File: src/rtl/legv8_cw_pkg.sv
// Shared definitions for the LEGv8 control unit: control-word field map, ALU codes,
// opcodes, FSM states and the instruction classifier.
package legv8_cw_pkg;

    localparam int CW_SB_LSB  = 0;
    localparam int CW_SA_LSB  = 5;
    localparam int CW_DA_LSB  = 10;
    localparam int CW_RW      = 15;
    localparam int CW_MW      = 16;
    localparam int CW_MDS_LSB = 17;
    localparam int CW_C0      = 19;
    localparam int CW_FS_LSB  = 20;
    localparam int CW_SL      = 25;
    localparam int CW_IL      = 26;
    localparam int CW_BS      = 27;
    localparam int CW_EN_PC   = 28;
    localparam int CW_PS_LSB  = 29;
    localparam int CW_DS_LSB  = 31;
    localparam int CW_AS      = 33;

    localparam logic [4:0] FS_AND    = 5'b00000;
    localparam logic [4:0] FS_ORR    = 5'b00100;
    localparam logic [4:0] FS_ADD    = 5'b01000;
    localparam logic [4:0] FS_SUB    = 5'b01001;
    localparam logic [4:0] FS_PASS_B = 5'b01100;

    localparam logic [1:0] PS_INC = 2'b01;
    localparam logic [1:0] PS_BR  = 2'b11;
    localparam logic [1:0] DS_MEM = 2'b11;
    localparam logic [1:0] DS_ALU = 2'b01;
    localparam logic [4:0] XZR    = 5'd31;

    localparam logic [10:0] OP_ADD  = 11'b10001011000;
    localparam logic [10:0] OP_SUB  = 11'b11001011000;
    localparam logic [10:0] OP_AND  = 11'b10001010000;
    localparam logic [10:0] OP_ORR  = 11'b10101010000;
    localparam logic [9:0]  OP_ADDI = 10'b1001000100;
    localparam logic [9:0]  OP_SUBI = 10'b1101000100;
    localparam logic [10:0] OP_LDUR = 11'b11111000010;
    localparam logic [10:0] OP_STUR = 11'b11111000000;
    localparam logic [5:0]  OP_B    = 6'b000101;
    localparam logic [7:0]  OP_CBZ  = 8'b10110100;
    localparam logic [7:0]  OP_CBNZ = 8'b10110101;

    typedef enum logic [2:0] {
        S_FETCH    = 3'd0,
        S_DECODE   = 3'd1,
        S_EXEC     = 3'd2,
        S_EXEC2    = 3'd3,
        S_MEM      = 3'd4,
        S_MEM_DONE = 3'd5,
        S_HALT     = 3'd6,
        S_FAULT    = 3'd7
    } state_t;

    typedef enum logic [2:0] {
        IMM_NONE, IMM_I, IMM_B, IMM_CB, IMM_D
    } imm_fmt_t;

    typedef enum logic [2:0] {
        CLS_R, CLS_I, CLS_B, CLS_CB, CLS_LD, CLS_ST, CLS_BAD
    } instr_cls_t;

    function automatic instr_cls_t decode_cls(input logic [31:0] ir);
        if (ir[31:21] == OP_ADD || ir[31:21] == OP_SUB ||
            ir[31:21] == OP_AND || ir[31:21] == OP_ORR)
            return CLS_R;
        else if (ir[31:22] == OP_ADDI || ir[31:22] == OP_SUBI)
            return CLS_I;
        else if (ir[31:21] == OP_LDUR)
            return CLS_LD;
        else if (ir[31:21] == OP_STUR)
            return CLS_ST;
        else if (ir[31:26] == OP_B)
            return CLS_B;
        else if (ir[31:24] == OP_CBZ || ir[31:24] == OP_CBNZ)
            return CLS_CB;
        else
            return CLS_BAD;
    endfunction

    function automatic logic [4:0] alu_fs(input logic [31:0] ir);
        if (ir[31:21] == OP_SUB || ir[31:22] == OP_SUBI)
            return FS_SUB;
        else if (ir[31:21] == OP_AND)
            return FS_AND;
        else if (ir[31:21] == OP_ORR)
            return FS_ORR;
        else
            return FS_ADD;
    endfunction

endpackage

File: src/rtl/legv8_imm_gen.sv
// Combinational immediate extractor: selects and extends the immediate field of ir
// according to the instruction format the FSM is about to execute.
module legv8_imm_gen
    import legv8_cw_pkg::*;
(
    input  logic [31:0] ir,
    input  imm_fmt_t    fmt,
    output logic [63:0] imm
);

    logic unused_ir_bits;
    assign unused_ir_bits = ^{ir[31:26], ir[4:0]};

    always_comb begin
        imm = '0;
        case (fmt)
            IMM_I:   imm = {52'b0, ir[21:10]};
            IMM_B:   imm = {{36{ir[25]}}, ir[25:0], 2'b00};
            IMM_CB:  imm = {{43{ir[23]}}, ir[23:5], 2'b00};
            IMM_D:   imm = {{55{ir[20]}}, ir[20:12]};
            default: imm = '0;
        endcase
    end

endmodule

File: src/rtl/legv8_control_unit.sv
// Multi-cycle LEGv8 sequencer. Outputs are registered from the next state, so the
// control word and constant seen in a cycle always belong to the current state.
module legv8_control_unit
    import legv8_cw_pkg::*;
#(
    parameter int CW_W     = 34,
    parameter int MAX_WAIT = 15
)
(
    input  logic            clock,
    input  logic            reset,
    input  logic [31:0]     ir,
    input  logic [4:0]      status,
    input  logic            mem_ready,
    output logic [CW_W-1:0] control_word,
    output logic [63:0]     constant,
    output logic            halted,
    output logic [2:0]      state_dbg
);

    localparam int WW = $clog2(MAX_WAIT + 1);

    state_t          state, next_state;
    logic [WW-1:0]   wait_cnt;
    logic            waiting;
    logic [CW_W-1:0] cw_n;
    imm_fmt_t        fmt_n;
    logic [63:0]     imm;
    instr_cls_t      cls;
    logic            timeout;
    logic            taken;
    logic [4:0]      rd, rn, rm;

    logic unused_inputs;
    assign unused_inputs = ^{status[4:2], status[0], ir[15:10]};

    assign cls     = decode_cls(ir);
    assign rd      = ir[4:0];
    assign rn      = ir[9:5];
    assign rm      = ir[20:16];
    assign timeout = (wait_cnt == WW'(MAX_WAIT));
    // Branch decision is taken from the live Z flag while the pass-B cycle runs and
    // is captured by the control-word register together with the cycle-2 word.
    assign taken   = (ir[31:24] == OP_CBNZ) ? ~status[1] : status[1];

    legv8_imm_gen u_imm_gen (
        .ir  (ir),
        .fmt (fmt_n),
        .imm (imm)
    );

    always_comb begin
        next_state = state;
        waiting    = 1'b0;
        case (state)
            S_FETCH: begin
                if (mem_ready) next_state = S_DECODE;
                else begin
                    waiting = 1'b1;
                    if (timeout) next_state = S_FAULT;
                end
            end
            S_DECODE: begin
                case (cls)
                    CLS_R, CLS_I, CLS_B, CLS_CB: next_state = S_EXEC;
                    CLS_LD, CLS_ST:              next_state = S_MEM;
                    default:                     next_state = S_HALT;
                endcase
            end
            S_EXEC:     next_state = (cls == CLS_CB) ? S_EXEC2 : S_FETCH;
            S_EXEC2:    next_state = S_FETCH;
            S_MEM: begin
                if (mem_ready) next_state = S_MEM_DONE;
                else begin
                    waiting = 1'b1;
                    if (timeout) next_state = S_FAULT;
                end
            end
            S_MEM_DONE: next_state = S_FETCH;
            default:    next_state = state;
        endcase
    end

    always_comb begin
        cw_n  = '0;
        fmt_n = IMM_NONE;
        case (next_state)
            S_FETCH: begin
                cw_n[CW_AS]             = 1'b1;
                cw_n[CW_DS_LSB +: 2]    = DS_MEM;
                cw_n[CW_IL]             = 1'b1;
            end
            S_EXEC: begin
                case (cls)
                    CLS_R, CLS_I: begin
                        cw_n[CW_SA_LSB +: 5] = rn;
                        cw_n[CW_SB_LSB +: 5] = rm;
                        cw_n[CW_DA_LSB +: 5] = rd;
                        cw_n[CW_RW]          = (rd != XZR);
                        cw_n[CW_FS_LSB +: 5] = alu_fs(ir);
                        cw_n[CW_C0]          = (alu_fs(ir) == FS_SUB);
                        cw_n[CW_SL]          = 1'b1;
                        cw_n[CW_EN_PC]       = 1'b1;
                        cw_n[CW_PS_LSB +: 2] = PS_INC;
                        cw_n[CW_BS]          = (cls == CLS_I);
                        fmt_n                = (cls == CLS_I) ? IMM_I : IMM_NONE;
                    end
                    CLS_B: begin
                        cw_n[CW_EN_PC]       = 1'b1;
                        cw_n[CW_PS_LSB +: 2] = PS_BR;
                        fmt_n                = IMM_B;
                    end
                    CLS_CB: begin
                        cw_n[CW_SB_LSB +: 5] = rd;
                        cw_n[CW_FS_LSB +: 5] = FS_PASS_B;
                        fmt_n                = IMM_CB;
                    end
                    default: cw_n = '0;
                endcase
            end
            S_EXEC2: begin
                cw_n[CW_EN_PC]       = 1'b1;
                cw_n[CW_PS_LSB +: 2] = taken ? PS_BR : PS_INC;
                fmt_n                = IMM_CB;
            end
            S_MEM: begin
                cw_n[CW_SA_LSB +: 5] = rn;
                cw_n[CW_BS]          = 1'b1;
                cw_n[CW_FS_LSB +: 5] = FS_ADD;
                fmt_n                = IMM_D;
                if (cls == CLS_LD) begin
                    cw_n[CW_DS_LSB +: 2] = DS_MEM;
                    cw_n[CW_RW]          = (rd != XZR);
                    cw_n[CW_DA_LSB +: 5] = rd;
                end else begin
                    cw_n[CW_MW]          = 1'b1;
                    cw_n[CW_SB_LSB +: 5] = rd;
                    cw_n[CW_DS_LSB +: 2] = DS_ALU;
                end
            end
            S_MEM_DONE: begin
                cw_n[CW_EN_PC]       = 1'b1;
                cw_n[CW_PS_LSB +: 2] = PS_INC;
            end
            default: cw_n = '0;
        endcase
    end

    always_ff @(posedge clock or negedge reset) begin
        if (!reset) begin
            state        <= S_FETCH;
            control_word <= '0;
            constant     <= '0;
            halted       <= 1'b0;
            wait_cnt     <= '0;
        end else begin
            state        <= next_state;
            control_word <= cw_n;
            constant     <= imm;
            halted       <= (next_state == S_HALT) || (next_state == S_FAULT);
            wait_cnt     <= (waiting && next_state == state) ? wait_cnt + 1'b1 : '0;
        end
    end

    assign state_dbg = state;

endmodule

File: config.mk
export PLATFORM = sky130hd
export DESIGN_NAME = legv8_control_unit
export DESIGN_NICKNAME = d
export VERILOG_FILES = /design/src/rtl/legv8_cw_pkg.sv /design/src/rtl/legv8_imm_gen.sv /design/src/rtl/legv8_control_unit.sv
export SDC_FILE = /design/constraint.sdc
export NUM_CORES = 1
export LEC_CHECK = 0
export ABC_AREA = 0
export ABC_CLOCK_PERIOD_IN_PS = 4500
export CAP_MARGIN = 20
export CORE_UTILIZATION = 47
export CTS_BUF_LIST = sky130_fd_sc_hd__clkbuf_16
export CTS_CLUSTER_SIZE = 25
export DETAILED_ROUTE_END_ITERATION = 7
export MAX_ROUTING_LAYER = met4
export PLACE_DENSITY_LB_ADDON = 0.08
export SYNTH_ARGS = -nofsm -noshare
export SYNTH_HDL_FRONTEND = slang
export SYNTH_HIERARCHICAL = 1
export SYNTH_SLANG_ARGS = --single-unit
File: constraint.sdc
create_clock -name clock -period 4.5 [get_ports clock]
set_input_delay 1.35 -clock clock [delete_from_list [all_inputs] [get_ports clock]]
set_output_delay 1.35 -clock clock [all_outputs]
set_load 0.02 [all_outputs]
Word level (Yosys, flattened, before mapping). Index checks and enable logic that the tools add are counted. Widths: inputs -> output; s select.

Flip-flop bits (word level): 106. Input bits: 40. Output and inout port bits: 102. Logic and storage cells: 103.

Add/subtract/negate cells: 1. Equality and inequality tests: 35. Mux-type cells: 45. Bitwise gates (word level): 1. Reduce and logical (&&, ||, !) cells: 16.

Operators with widths (count): $pmux 64 s4 (1); $eq 11x11->1 const B (6); $pmux 17 s2 (1); $mux 3 (10); $pmux 5 s2 (3); $eq 3x3->1 const B (9); $eq 3x2->1 const B (8); $eq 10x10->1 const B (2); $mux 5 (4); $pmux 3 s3 (2); $eq 8x8->1 const B (2); $pmux 3 s5 (1); $mux 4 (3); $pmux 3 s2 (2); $mux 11 (1); $mux 1 (10); $eq 3x1->1 const B (3); $logic_not 3->1 (3); $reduce_or 2->1 (4); $logic_or 1x1->1 (7); $eq 6x3->1 const B (1); $mux 2 (3); $mux 6 (1); $pmux 2 s3 (1); other kinds (10) (10).

Longest topological paths before layout. Gate-level depths: netlist (run 1).

Depth in word-level cells: 17. Mapped depth: 13. Mapped depth without buffers: 9.

By module. Netlist (run 1), hierarchy kept.

Modules (own cells, without submodules): legv8_control_unit (times used 1, cells an instance 225, area an instance 3340.7 sq um, sequential area each 2502.4 sq um); legv8_imm_gen (times used 1, cells an instance 127, area an instance 1069.8 sq um, sequential area each 0.0 sq um).

Least setup slack after synthesis (run 1). Ideal clock, no wire load.

Kind: in2reg. Start: input port ir[22]. End: register constant[28]. Library setup time: 0.070 ns. Arrival time: 4.878 ns. Required time: 4.430 ns. Setup slack: -0.448 ns. Stages on the path: 12. Buffers on the path: 5. Path through: or4b_4 -> nor4_4 -> nor4bb_1 -> or2_1 -> buf_6 -> nor3_1 -> buf_6 -> buf_12 -> buf_12 -> mux2i_1 -> o21ai_1 -> buf_4.

Cells in the longest elaborated chain, start to end: 13. Elaborated cells on any way between the ends: 39. Classes of those cells: eq/ne: 20; mux: 11; reduce/logical: 8.

Ends and longest elaborated chain: start, declared (line legv8_control_unit.sv:12) `input logic [31:0] ir,`; $eq 11x11->1 (on tied branches) (line legv8_cw_pkg.sv:72, legv8_cw_pkg.sv:65); $mux 3 or $logic_or 1x1->1 (tied branches) (line legv8_cw_pkg.sv:72, legv8_cw_pkg.sv:65); $mux 3 or $logic_or 1x1->1 (tied branches) (line legv8_cw_pkg.sv:70, legv8_cw_pkg.sv:65); $mux 3 or $logic_or 1x1->1 (tied branches) (line legv8_cw_pkg.sv:68, legv8_cw_pkg.sv:66); $mux 3 * (line legv8_cw_pkg.sv:65) `if (ir[31:21] == OP_ADD || ir[31:21] == OP_SUB ||`; $eq 3x2->1, or another cell as far along (line legv8_control_unit.sv:64) `case (cls)`; $reduce_or 4->1 or $reduce_or 2->1 (tied branches) (line legv8_control_unit.sv:64); $pmux 3 s2 * (line legv8_control_unit.sv:64); $pmux 3 s5 * (line legv8_control_unit.sv:55) `case (state)`; named net next_state[2] (line legv8_control_unit.sv:23) `state_t state, next_state;`; $eq 3x3->1 or $eq 3x2->1 (tied branches) (line legv8_control_unit.sv:87) `case (next_state)`; $pmux 3 s3 * (line legv8_control_unit.sv:87); named net fmt_n[0] (line legv8_control_unit.sv:27) `imm_fmt_t fmt_n;`; $eq 3x3->1, or another cell as far along (line legv8_imm_gen.sv:16) `case (fmt)`; $pmux 64 s4 * (line legv8_imm_gen.sv:16); named net imm[28] (line legv8_control_unit.sv:28) `logic [63:0] imm;`; end signal, assigned (line legv8_control_unit.sv:159) `constant <= imm;`; end, declared (line legv8_control_unit.sv:16) `output logic [63:0] constant,`.

The timed path passes the listed nets; every way through them passes the cells marked *.

Worst setup path in the final report (run 1).
Start: input port ir[22]. End: register constant[2].

Cells in the longest elaborated chain, start to end: 13. Elaborated cells on any way between the ends: 39. Classes of those cells: eq/ne: 20; mux: 11; reduce/logical: 8.

Ends and longest elaborated chain (line): $eq 11x11->1 (on tied branches) (legv8_cw_pkg.sv:72, legv8_cw_pkg.sv:65); $mux 3 or $logic_or 1x1->1 (tied branches) (legv8_cw_pkg.sv:72, legv8_cw_pkg.sv:65); $mux 3 or $logic_or 1x1->1 (tied branches) (legv8_cw_pkg.sv:70, legv8_cw_pkg.sv:65); $mux 3 or $logic_or 1x1->1 (tied branches) (legv8_cw_pkg.sv:68, legv8_cw_pkg.sv:66); $mux 3 * (legv8_cw_pkg.sv:65); $eq 3x2->1, or another cell as far along (legv8_control_unit.sv:64, legv8_control_unit.sv:70, legv8_control_unit.sv:94); $reduce_or 4->1 or $reduce_or 2->1 (tied branches) (legv8_control_unit.sv:64); $pmux 3 s2 (legv8_control_unit.sv:64); $pmux 3 s5 (legv8_control_unit.sv:55); $eq 3x3->1 or $eq 3x2->1 (tied branches) (legv8_control_unit.sv:87); $pmux 3 s3 * (legv8_control_unit.sv:87); named net fmt_n[0] (legv8_control_unit.sv:27); $eq 3x3->1, or another cell as far along (legv8_imm_gen.sv:16); $pmux 64 s4 * (legv8_imm_gen.sv:16); named net imm[2] (legv8_control_unit.sv:28).

Marked as above.

==> impl_metrics.env, run 1 <==
export IMPL_status="complete, no violations"
export IMPL_slew_headroom_pct=53.90
export IMPL_clock_skew_ns=0.007683
export IMPL_cts_clk_slew_worst_paths_ns=0.07
export IMPL_cts_sinks=100
export IMPL_synth_main_ff_cell="dfrtp_1"
export IMPL_hp_start="wait_cnt[0]$_DFF_PN0_"
export IMPL_area_growth_pct=34.70
export IMPL_wl_um=9912
export IMPL_drv_cap=0
export IMPL_min_period_over_period_pct=92.94
export IMPL_gp_congestion=0.8175
export IMPL_ant_nets=0
export IMPL_place_inst=561
export IMPL_grt_max_degree=85
export IMPL_die_w_um=98.87
export IMPL_tightest_slew_ns=0.6914
export IMPL_cts_buffers=9
export IMPL_hold_path_end="wait_cnt[0]$_DFF_PN0_"
export IMPL_holdPathStages=1
export IMPL_design_area_sq_um=5941
export IMPL_viasPerCell=5.199
export IMPL_wl_per_cell_um=17.12
export IMPL_cts_hold_buf=0
export IMPL_diodes=0
export IMPL_synthArstFlopShare_pct=100.0
export IMPL_post_cts_resized=0
export IMPL_rsz0062_at_grt="no"
export IMPL_tritoncts="done"
export IMPL_crit_type="in2reg"
export IMPL_max_freq_ghz=0.2391
export IMPL_cts_setup_buffers=0
export IMPL_reg2reg_to="constant[2]$_DFF_PN0_"
export IMPL_die_area_sq_um=9775
export IMPL_drtIter0Drc=136
export IMPL_postPlaceCellArea_sq_um=5609
export IMPL_grt_pass1_wl_um=15780
export IMPL_syn_avg_cell_area_sq_um=12.53
export IMPL_die_height_um=98.87
export IMPL_dr_pass1_iters=4
export IMPL_clk_latency_ns=0.34
export IMPL_reg2reg_slack_ns=1.64
export IMPL_start_kind="input pin"
export IMPL_reg2regPathDepth=8
export IMPL_syn_area_sq_um=4410
export IMPL_design_core_area_sq_um=8891
export IMPL_yosys_cell_types_count=59
export IMPL_port_buffers=133
export IMPL_drc=0
export IMPL_cp_arrival_ns=4.39
export IMPL_critPathRequiredTime_ns=4.71
export IMPL_io_pins=142
export IMPL_grt_use_total_pct=21.83
export IMPL_fin_nets=507
export IMPL_initial_utilization_pct=49.61
export IMPL_rows=34
export IMPL_hp_class="reg2reg"
export IMPL_vias=3010
export IMPL_cts_buffer_depth=2
export IMPL_fin_crit_ns=4.182
export IMPL_syn_inst=352
export IMPL_end_kind="register"
export IMPL_dp_hpwl_um=7038
export IMPL_peakVddDrop_uv=245.9
export IMPL_grt_pass1_vias=2951
export IMPL_p_leak_nw=2.561
export IMPL_drive_gt1_share_pct=14.01
export IMPL_nFillCells=670
export IMPL_htree_levels=3
export IMPL_powerDensity_nw_per_um2=611.4
export IMPL_synth_seq_area_share_pct=56.74
export IMPL_hold_viol=0
export IMPL_drv_slew=0
export IMPL_stdcell_count=579
export IMPL_synth_edf_count=0
export IMPL_rr_startpoint="state_dbg[1]$_DFF_PN0_"
export IMPL_cts_root_buf="clkbuf_16"
export IMPL_finalSetupViolCount=0
export IMPL_ys_seq_elements=100
export IMPL_critPathMaxFanout=27
export IMPL_yosys_warnings=6
export IMPL_antenna_found_initial=0
export IMPL_overflow=0
state kept, by name (all words and copies together) (netlist names):
register      count
constant         64
control_word     28
wait_cnt          4
state_dbg         3
halted            1
worst max path at each step:
stage,start,to
final,ir[22],constant[2]$_DFF_PN0_
after global routing,ir[22],constant[2]$_DFF_PN0_
after CTS,ir[27],constant[58]$_DFF_PN0_
after detailed placement,ir[27],constant[39]$_DFF_PN0_
after global placement,ir[22],constant[2]$_DFF_PN0_
after floorplan,ir[22],constant[28]$_DFF_PN0_
worst max-delay path: stages:
cell	delay (ns)
clkdlybuf4s50_1	0.50
or4b_4	0.61
nor4_4	0.26
nor4bb_1	0.11
or2_1	0.24
nor3_2	0.24
buf_4	0.33
buf_4	0.37
mux2i_1	0.24
o221ai_1	0.13
Yosys cell counts (6+ instances only):
| cell type | n | area share, % |
|---|---|---|
| dfrtp_1 | 100 | 57 |
| buf_4 | 42 | 7.1 |
| mux2i_1 | 26 | 5.9 |
| o21ai_1 | 16 | 1.8 |
| nand2_1 | 13 | 1.1 |
| nand4bb_1 | 13 | 3.3 |
| inv_1 | 10 | 0.85 |
| a21oi_1 | 9 | 1.0 |
| nor2_1 | 9 | 0.77 |
| nand2b_1 | 7 | 0.99 |
| o31ai_1 | 7 | 1.2 |
| buf_6 | 6 | 1.5 |
| clkbuf_1 | 6 | 0.51 |
logic make-up after synthesis:
kind of cell / share of synthesized area [%]
buf+inv: 11.91
mux: 5.901
other cells: 0.08502
xor+xnor: 0.5959
compound gates: 11.18
flops: 56.74
simple gates: 13.31
fa+ha+maj: 0.2836
cell type report:
cell class,count,area [sq um],area share [%]
clock buffer,9,225.2,3.791
clock inverter,7,63.81,1.074
inverter,12,45.04,0.7582
multi-input combinational,182,1403,23.61
sequential,100,2502,42.12
tap,108,135.1,2.275
timing repair buffer,161,1567,26.37
metrics by stage:
| step | setup TNS, ns | power (mW) | hold WS (ns) | setup WS, ns | utilization, % |
|---|---|---|---|---|---|
| 6_report | 0 | 3.632 | 0.4818 | 0.3179 | 66.82 |
| 3_3_place_gp | -0.2821 | 2.901 | 0.4462 | -0.008512 | 63.09 |
| 4_1_cts | 0 | 3.663 | 0.4828 | 0.2290 | 66.34 |
| 2_1_floorplan | 0 | 2.295 | 0.4315 | 0.07406 | - |
| 5_1_grt | 0 | 3.822 | 0.5103 | 0.1403 | 66.82 |
| 3_5_place_dp | -5.239 | 2.918 | 0.4731 | -0.1415 | 63.09 |
placed cells by master (no fill, tap or decap), drive strengths merged, types with 3 or more instances in the layout:
master         synthesis  routed
nand4bb               13      13
nand2                 13      13
nand2b                 7       7
o21ai                 19      19
conb                   1       4
clkdlybuf4s50          0     132
nor2                   9       9
a21oi                  9       9
buf                   55      29
o211ai                 5       5
clkbuf                 6       9
or2                    5       5
a21boi                 5       5
inv                   11      12
dfrtp                100     100
nand3                  4       4
nor3                   5       5
nor4                   4       4
nand3b                 4       4
o31ai                  7       7
or3b                   3       3
mux2i                 26      26
a22oi                  5       5
o221ai                 7       7
clkinv                 1       5
layer usage:
metal / share of wire [%] / track usage (%) / vias up
met5: 0 / - / -
met4: 1.0 / 6.889 / 0
met3: 5.1 / 4.184 / 9
met2: 44 / 31.74 / 109
met1: 49 / 30.97 / 1447
li1: - / - / 1445
power by group:
group	switching, mW	total, mW	internal (mW)
registers	0.102	1.28	1.18
clock network	0.341	0.725	0.383
logic	0.866	1.62	0.757
total	1.31	3.63	2.32
Power figures use the tool's default switching activity.
==> inputs of run 2 (changes only) <==
--- a/config.mk
+++ b/config.mk
@@ -12,8 +12,10 @@
 export CTS_BUF_LIST = sky130_fd_sc_hd__clkbuf_16
 export CTS_CLUSTER_SIZE = 25
 export DETAILED_ROUTE_END_ITERATION = 7
+export GPL_TIMING_DRIVEN = 0
 export MAX_ROUTING_LAYER = met4
 export PLACE_DENSITY_LB_ADDON = 0.08
+export SLEW_MARGIN = 10
 export SYNTH_ARGS = -nofsm -noshare
 export SYNTH_HDL_FRONTEND = slang
 export SYNTH_HIERARCHICAL = 1
==> run 2 against run 1 <==
  * Die area unchanged
  * Combinational power increased by 14%
  * Non-clock buffer count increased by 40
==> impl_metrics.env, run 2 (synthesis results as in run 1) <==
export IMPL_start_kind="input pin"
export IMPL_drc=0
export IMPL_dp_hpwl_um=7455
export IMPL_clk_latency_ns=0.34
export IMPL_initial_utilization_pct=49.61
export IMPL_hold_worst_slack_ns=0.4681
export IMPL_grt_max_degree=70
export IMPL_hp_class="reg2reg"
export IMPL_cts_clk_slew_worst_paths_ns=0.07
export IMPL_layout_common_cells="128 x clkdlybuf4s50_1, 100 x dfrtp_1, 49 x buf_4"
export IMPL_power_switching_mw=1.382
export IMPL_diodes=0
export IMPL_power_frac_comb_pct=47.6
export IMPL_nFillCells=631
export IMPL_reg_top3="constant (64), control_word (28), wait_cnt (4)"
export IMPL_port_buffers=133
export IMPL_drtIter0Drc=219
export IMPL_critPathMaxFanout=19
export IMPL_critical_path_buf_inv_count=7
export IMPL_grt_pass1_wl_um=16980
export IMPL_fin_crit_ns=4.386
export IMPL_post_place_ws_ns=-0.9187
export IMPL_reg2regPathDepth=13
export IMPL_area_growth_pct=44.28
export IMPL_max_freq_ghz=0.2280
export IMPL_cts_sinks=100
export IMPL_rows=34
export IMPL_wl_um=10550
export IMPL_die_area_sq_um=9775
export IMPL_min_period_over_period_pct=97.47
export IMPL_peakVddDrop_uv=250.9
export IMPL_gp_congestion=0.8211
export IMPL_ant_nets=0
export IMPL_htree_levels=3
export IMPL_grt_use_total_pct=23.38
export IMPL_cts_buffers=9
export IMPL_path_cells="clkdlybuf4s50_1 > or3b_2 > a211oi_4 > nor4bb_1 > or2_1 > buf_6 > nor3_2 > buf_6 > buf_12 > buf_12 > mux2i_4 > o21ai_4 > buf_12 > buf_4"
export IMPL_drv_slew=0
export IMPL_max_stage_delay_ns=0.51
export IMPL_p_leak_nw=2.821
export IMPL_finalSetupViolCount=0
export IMPL_rsz0062_at_grt="no"
export IMPL_drive_gt1_share_pct=20.90
export IMPL_switching_share_pct=35.77
export IMPL_cp_depth=14
export IMPL_clockPowerShare_pct=19.6
export IMPL_drv_cap=0
export IMPL_antenna_found_initial=0
export IMPL_die_height_um=98.87
export IMPL_overflow=0
export IMPL_power_internal_mw=2.482
export IMPL_cts_buffer_depth=2
export IMPL_slowest_stage="clkdlybuf4s50_1"
export IMPL_place_inst=597
export IMPL_fin_nets=548
export IMPL_top_register="constant"
export IMPL_io_pins=142
export IMPL_holdPathStages=1
export IMPL_tightest_slew_ns=0.5825
export IMPL_end_kind="register"
export IMPL_slew_headroom_pct=60.63
export IMPL_cp_arrival_ns=4.62
export IMPL_crit_family="buffers and inverters"
export IMPL_viasPerCell=5.232
export IMPL_tritoncts="done"
export IMPL_largest_reg_flops=64
export IMPL_powerDensity_nw_per_um2=607.3
export IMPL_stdcell_count=620
export IMPL_design_core_area_sq_um=8891
export IMPL_final_common_cell="clkdlybuf4s50_1"
export IMPL_vias=3244
export IMPL_clock_skew_ns=0.008380
export IMPL_dr_pass1_iters=4
export IMPL_grt_pass1_vias=3197
export IMPL_cts_root_buf="clkbuf_16"
export IMPL_power_frac_seq_pct=32.9
export IMPL_crit_top_cell="buf_12"
export IMPL_critPathRequiredTime_ns=4.73
export IMPL_die_w_um=98.87
export IMPL_cts_hold_buf=0
export IMPL_postPlaceCellArea_sq_um=5924
export IMPL_wl_per_cell_um=17.01
export IMPL_design_area_sq_um=6364
export IMPL_crit_type="in2reg"
export IMPL_setup_ws_ns=0.1139
export IMPL_status="complete, no violations"
export IMPL_hold_viol=0
run 2: what timing repair did:
action                                  4_1_cts  5_1_grt
endpoints found under the setup margin       37       38
buffers inserted                              5        1
pin swaps                                     2        1
gates resized for setup                       7        9
cloned                                        1        0
run 2: worst register-to-register path: stages (launching register included):
cell and delay (ns):
dfrtp_1 0.37, clkbuf_1 0.31, nor3b_1 0.45, nor4bb_1 0.54, or2_1 0.21, buf_6 0.16
nor3_2 0.07, buf_6 0.16, buf_12 0.14, buf_12 0.15, mux2i_4 0.27, o21ai_4 0.11
buf_12 0.17, buf_4 0.13
run 2: per-layer routing:
metal | routed length, um | vias up | share of wire [%] | GRT usage (%)
met5 | 0 | - | 0 | -
met2 | 4887 | 130 | 46 | 34.70
met4 | 111 | 0 | 1.1 | 5.855
met1 | 4950 | 1573 | 47 | 33.60
met3 | 597 | 13 | 5.7 | 3.830
li1 | - | 1528 | - | -
run 2: power by group through the flow:
stage	sequential (mW)	clock, mW	combinational, mW
after CTS	1.27	0.769	1.84
after floorplan	1.66	0	0.640
after detailed placement	1.29	0	1.79
after global routing	1.30	0.813	1.95
after global placement	1.28	0	1.78
final	1.27	0.756	1.84
run 2: worst paths after layout:
check / start / endpoint / slack, ns
setup / recovery: ir[28] / constant[43]$_DFF_PN0_ / 0.11
hold / removal: wait_cnt[0]$_DFF_PN0_ / wait_cnt[0]$_DFF_PN0_ / 0.47
setup reg to reg: state_dbg[0]$_DFF_PN0_ / constant[43]$_DFF_PN0_ / 1.15
hold reg to reg: wait_cnt[0]$_DFF_PN0_ / wait_cnt[0]$_DFF_PN0_ / 0.47
max in group asynchronous: reset / constant[48]$_DFF_PN0_ / 2.89
min in group asynchronous: reset / constant[39]$_DFF_PN0_ / 0.94
run 2: per-stage QoR:
stage	total power, mW	setup TNS, ns	util, %
2_1_floorplan	2.295	0	-
3_3_place_gp	3.062	-194.25	66.27
3_5_place_dp	3.081	-39.56	66.63
4_1_cts	3.882	0	71.02
5_1_grt	4.059	0	71.57
6_report	3.864	0	71.57
run 2: cell type report:
class	count	area, sq um	share of cell area (%)
Timing Repair Buffer	141	1425	22.39
Buffer	60	479.2	7.530
Multi-Input combinational cell	183	1479	23.24
Inverter	12	45.04	0.7078
Tap cell	108	135.1	2.123
Clock inverter	7	72.57	1.140
Sequential cell	100	2502	39.32
Clock buffer	9	225.2	3.539
==> inputs of run 3 (changes only) <==
--- a/config.mk
+++ b/config.mk
@@ -8,6 +8,7 @@
 export ABC_AREA = 0
 export ABC_CLOCK_PERIOD_IN_PS = 4500
 export CAP_MARGIN = 20
+export CORE_MARGIN = 2
 export CORE_UTILIZATION = 47
 export CTS_BUF_LIST = sky130_fd_sc_hd__clkbuf_16
 export CTS_CLUSTER_SIZE = 25
==> run 3 against run 2 <==
  * Clock power rose by 2%
  * Combinational power barely moved
  * Largest cell class unchanged
  * Power barely moved
  * Sequential power barely moved
  * Cell count did not move
  * Utilization fell by 2.5 points
  * Clock skew barely moved
  * Maximum frequency fell by 0.65%
  * Routed wire length fell by 1.7%
  * First-iteration DRC count fell by 23%
  * Worst hold slack improved by 0.0078 ns
==> impl_metrics.env, run 3 (synthesis results as in run 1) <==
export IMPL_layout_common_cells="129 x clkdlybuf4s50_1, 100 x dfrtp_1, 47 x buf_4"
export IMPL_rr_startpoint="state_dbg[0]$_DFF_PN0_"
export IMPL_largest_reg_flops=64
export IMPL_reg2reg_slack_ns=1.24
export IMPL_tritoncts="done"
export IMPL_end_kind="register"
export IMPL_min_period_over_period_pct=98.10
export IMPL_ant_nets=0
export IMPL_antenna_found_initial=0
export IMPL_clock_skew_ns=0.008099
export IMPL_clk_latency_ns=0.33
export IMPL_power_internal_mw=2.521
export IMPL_io_pins=142
export IMPL_reg_top3="constant (64), control_word (28), wait_cnt (4)"
export IMPL_grt_pass1_wl_um=16600
export IMPL_start_kind="input pin"
export IMPL_rows=35
export IMPL_final_common_cell="clkdlybuf4s50_1"
export IMPL_crit_type="in2reg"
export IMPL_fin_nets=545
export IMPL_drive_gt1_share_pct=20.24
export IMPL_hp_class="reg2reg"
export IMPL_gp_congestion=0.9145
export IMPL_worstSetupStartpoint="ir[25]"
export IMPL_vias=3196
export IMPL_die_w_um=100.9
export IMPL_cts_buffer_depth=2
export IMPL_cts_buffers=9
export IMPL_peakVddDrop_uv=238.5
export IMPL_power_switching_mw=1.341
export IMPL_grt_use_met1_pct=30.30
export IMPL_critPathMaxFanout=20
export IMPL_overflow=0
export IMPL_hold_viol=0
export IMPL_drc=0
export IMPL_gr_usage_met3_pct=2.635
export IMPL_port_buffers=133
export IMPL_finalSetupViolCount=0
export IMPL_critPathRequiredTime_ns=4.72
export IMPL_grt_max_degree=70
export IMPL_grt_pass1_vias=3240
export IMPL_design_core_area_sq_um=9153
export IMPL_drv_slew=0
export IMPL_grtUsageMet2_pct=33.44
export IMPL_slew_headroom_pct=35.08
export IMPL_cp_arrival_ns=4.64
export IMPL_drv_cap=0
export IMPL_cts_root_buf="clkbuf_16"
export IMPL_setup_ws_ns=0.08541
export IMPL_diodes=0
export IMPL_fin_crit_ns=4.415
export IMPL_viasPerCell=5.155
export IMPL_holdPathStages=1
export IMPL_drtIter0Drc=168
export IMPL_final_core_util_pct=69.08
export IMPL_cts_sinks=100
export IMPL_switching_share_pct=34.72
export IMPL_wl_um=10370
export IMPL_clockPowerShare_pct=19.9
export IMPL_wl_per_cell_um=16.72
export IMPL_p_leak_nw=2.799
export IMPL_powerDensity_nw_per_um2=610.9
export IMPL_die_area_sq_um=10170
export IMPL_crit_path_end="constant[59]$_DFF_PN0_"
export IMPL_status="complete, no violations"
export IMPL_post_place_ws_ns=-0.9155
export IMPL_dr_pass1_iters=4
export IMPL_dp_hpwl_um=7642
export IMPL_reg2reg_to="constant[59]$_DFF_PN0_"
export IMPL_grt_use_total_pct=21.96
export IMPL_power_frac_seq_pct=33.0
export IMPL_die_height_um=100.9
export IMPL_power_frac_comb_pct=47.1
export IMPL_htree_levels=3
export IMPL_top_register="constant"
export IMPL_initial_utilization_pct=48.19
export IMPL_tightest_slew_ns=0.9650
export IMPL_cts_clk_slew_worst_paths_ns=0.07
export IMPL_grt_busiest_layer="met2"
export IMPL_area_growth_pct=43.35
export IMPL_reg2regPathDepth=14
export IMPL_max_freq_ghz=0.2265
[run 3: cell type report]
class	instances	area, sq um
Fill cell	683	2830
Sequential cell	100	2502
Multi-Input combinational cell	182	1438
Timing Repair Buffer	139	1418
Buffer	60	479.2
Clock buffer	9	225.2
Tap cell	111	138.9
Clock inverter	7	76.32
Inverter	12	45.04
[run 3: repair_timing]
item,CTS,global route
pin swaps,1,0
buffers inserted,3,1
hold buffers,0,0
endpoints found under the setup margin,37,37
gates resized for setup,5,7
[run 3: metrics by stage]
stage / std cells / power [mW] / hold slack, ns / setup TNS, ns / area [sq um]
global placement: 599 / 3.062 / 0.4473 / -188.73 / 5896
floorplan: 355 / 2.295 / 0.4315 / 0 / 4425
finish: 620 / 3.862 / 0.4759 / 0 / 6322
CTS: 620 / 3.890 / 0.4770 / 0 / 6294
detailed placement: 601 / 3.089 / 0.4672 / -35.06 / 5936
global route: 620 / 4.068 / 0.5245 / -0.003062 / 6322
[run 3: worst min path at each step]
stage / slack (ns) / from / to
after CTS: 0.48 / wait_cnt[0]$_DFF_PN0_ / wait_cnt[0]$_DFF_PN0_
after global routing: 0.52 / wait_cnt[0]$_DFF_PN0_ / wait_cnt[0]$_DFF_PN0_
final: 0.48 / wait_cnt[0]$_DFF_PN0_ / wait_cnt[0]$_DFF_PN0_
after global placement: 0.45 / wait_cnt[0]$_DFF_PN0_ / wait_cnt[0]$_DFF_PN0_
after detailed placement: 0.47 / wait_cnt[0]$_DFF_PN0_ / wait_cnt[0]$_DFF_PN0_
after floorplan: 0.43 / wait_cnt[0]$_DFF_PN0_ / wait_cnt[0]$_DFF_PN0_
[run 3: power by group through the flow]
| stage | clock (mW) | combinational [mW] | sequential (mW) |
|---|---|---|---|
| 2_1_floorplan | 0 | 0.640 | 1.66 |
| 3_3_place_gp | 0 | 1.78 | 1.29 |
| 3_5_place_dp | 0 | 1.80 | 1.29 |
| 4_1_cts | 0.788 | 1.82 | 1.28 |
| 5_1_grt | 0.830 | 1.93 | 1.30 |
| 6_report | 0.769 | 1.82 | 1.27 |
[run 3: critical path, cell delays in order]
cell	delay (ns)
clkdlybuf4s50_1	0.52
nand4b_1	0.38
buf_4	0.23
o32a_1	0.36
o211ai_2	0.40
nor2_1	0.12
nor3_2	0.16
buf_6	0.16
buf_12	0.14
buf_12	0.15
mux2i_2	0.26
o21ai_4	0.11
buf_8	0.17
buf_4	0.13
[run 3: per-layer routing]
layer	routed length, um	share of wire, %
met5	0	0
met4	138	1.3
met3	427	4.1
met2	4985	48
met1	4816	46
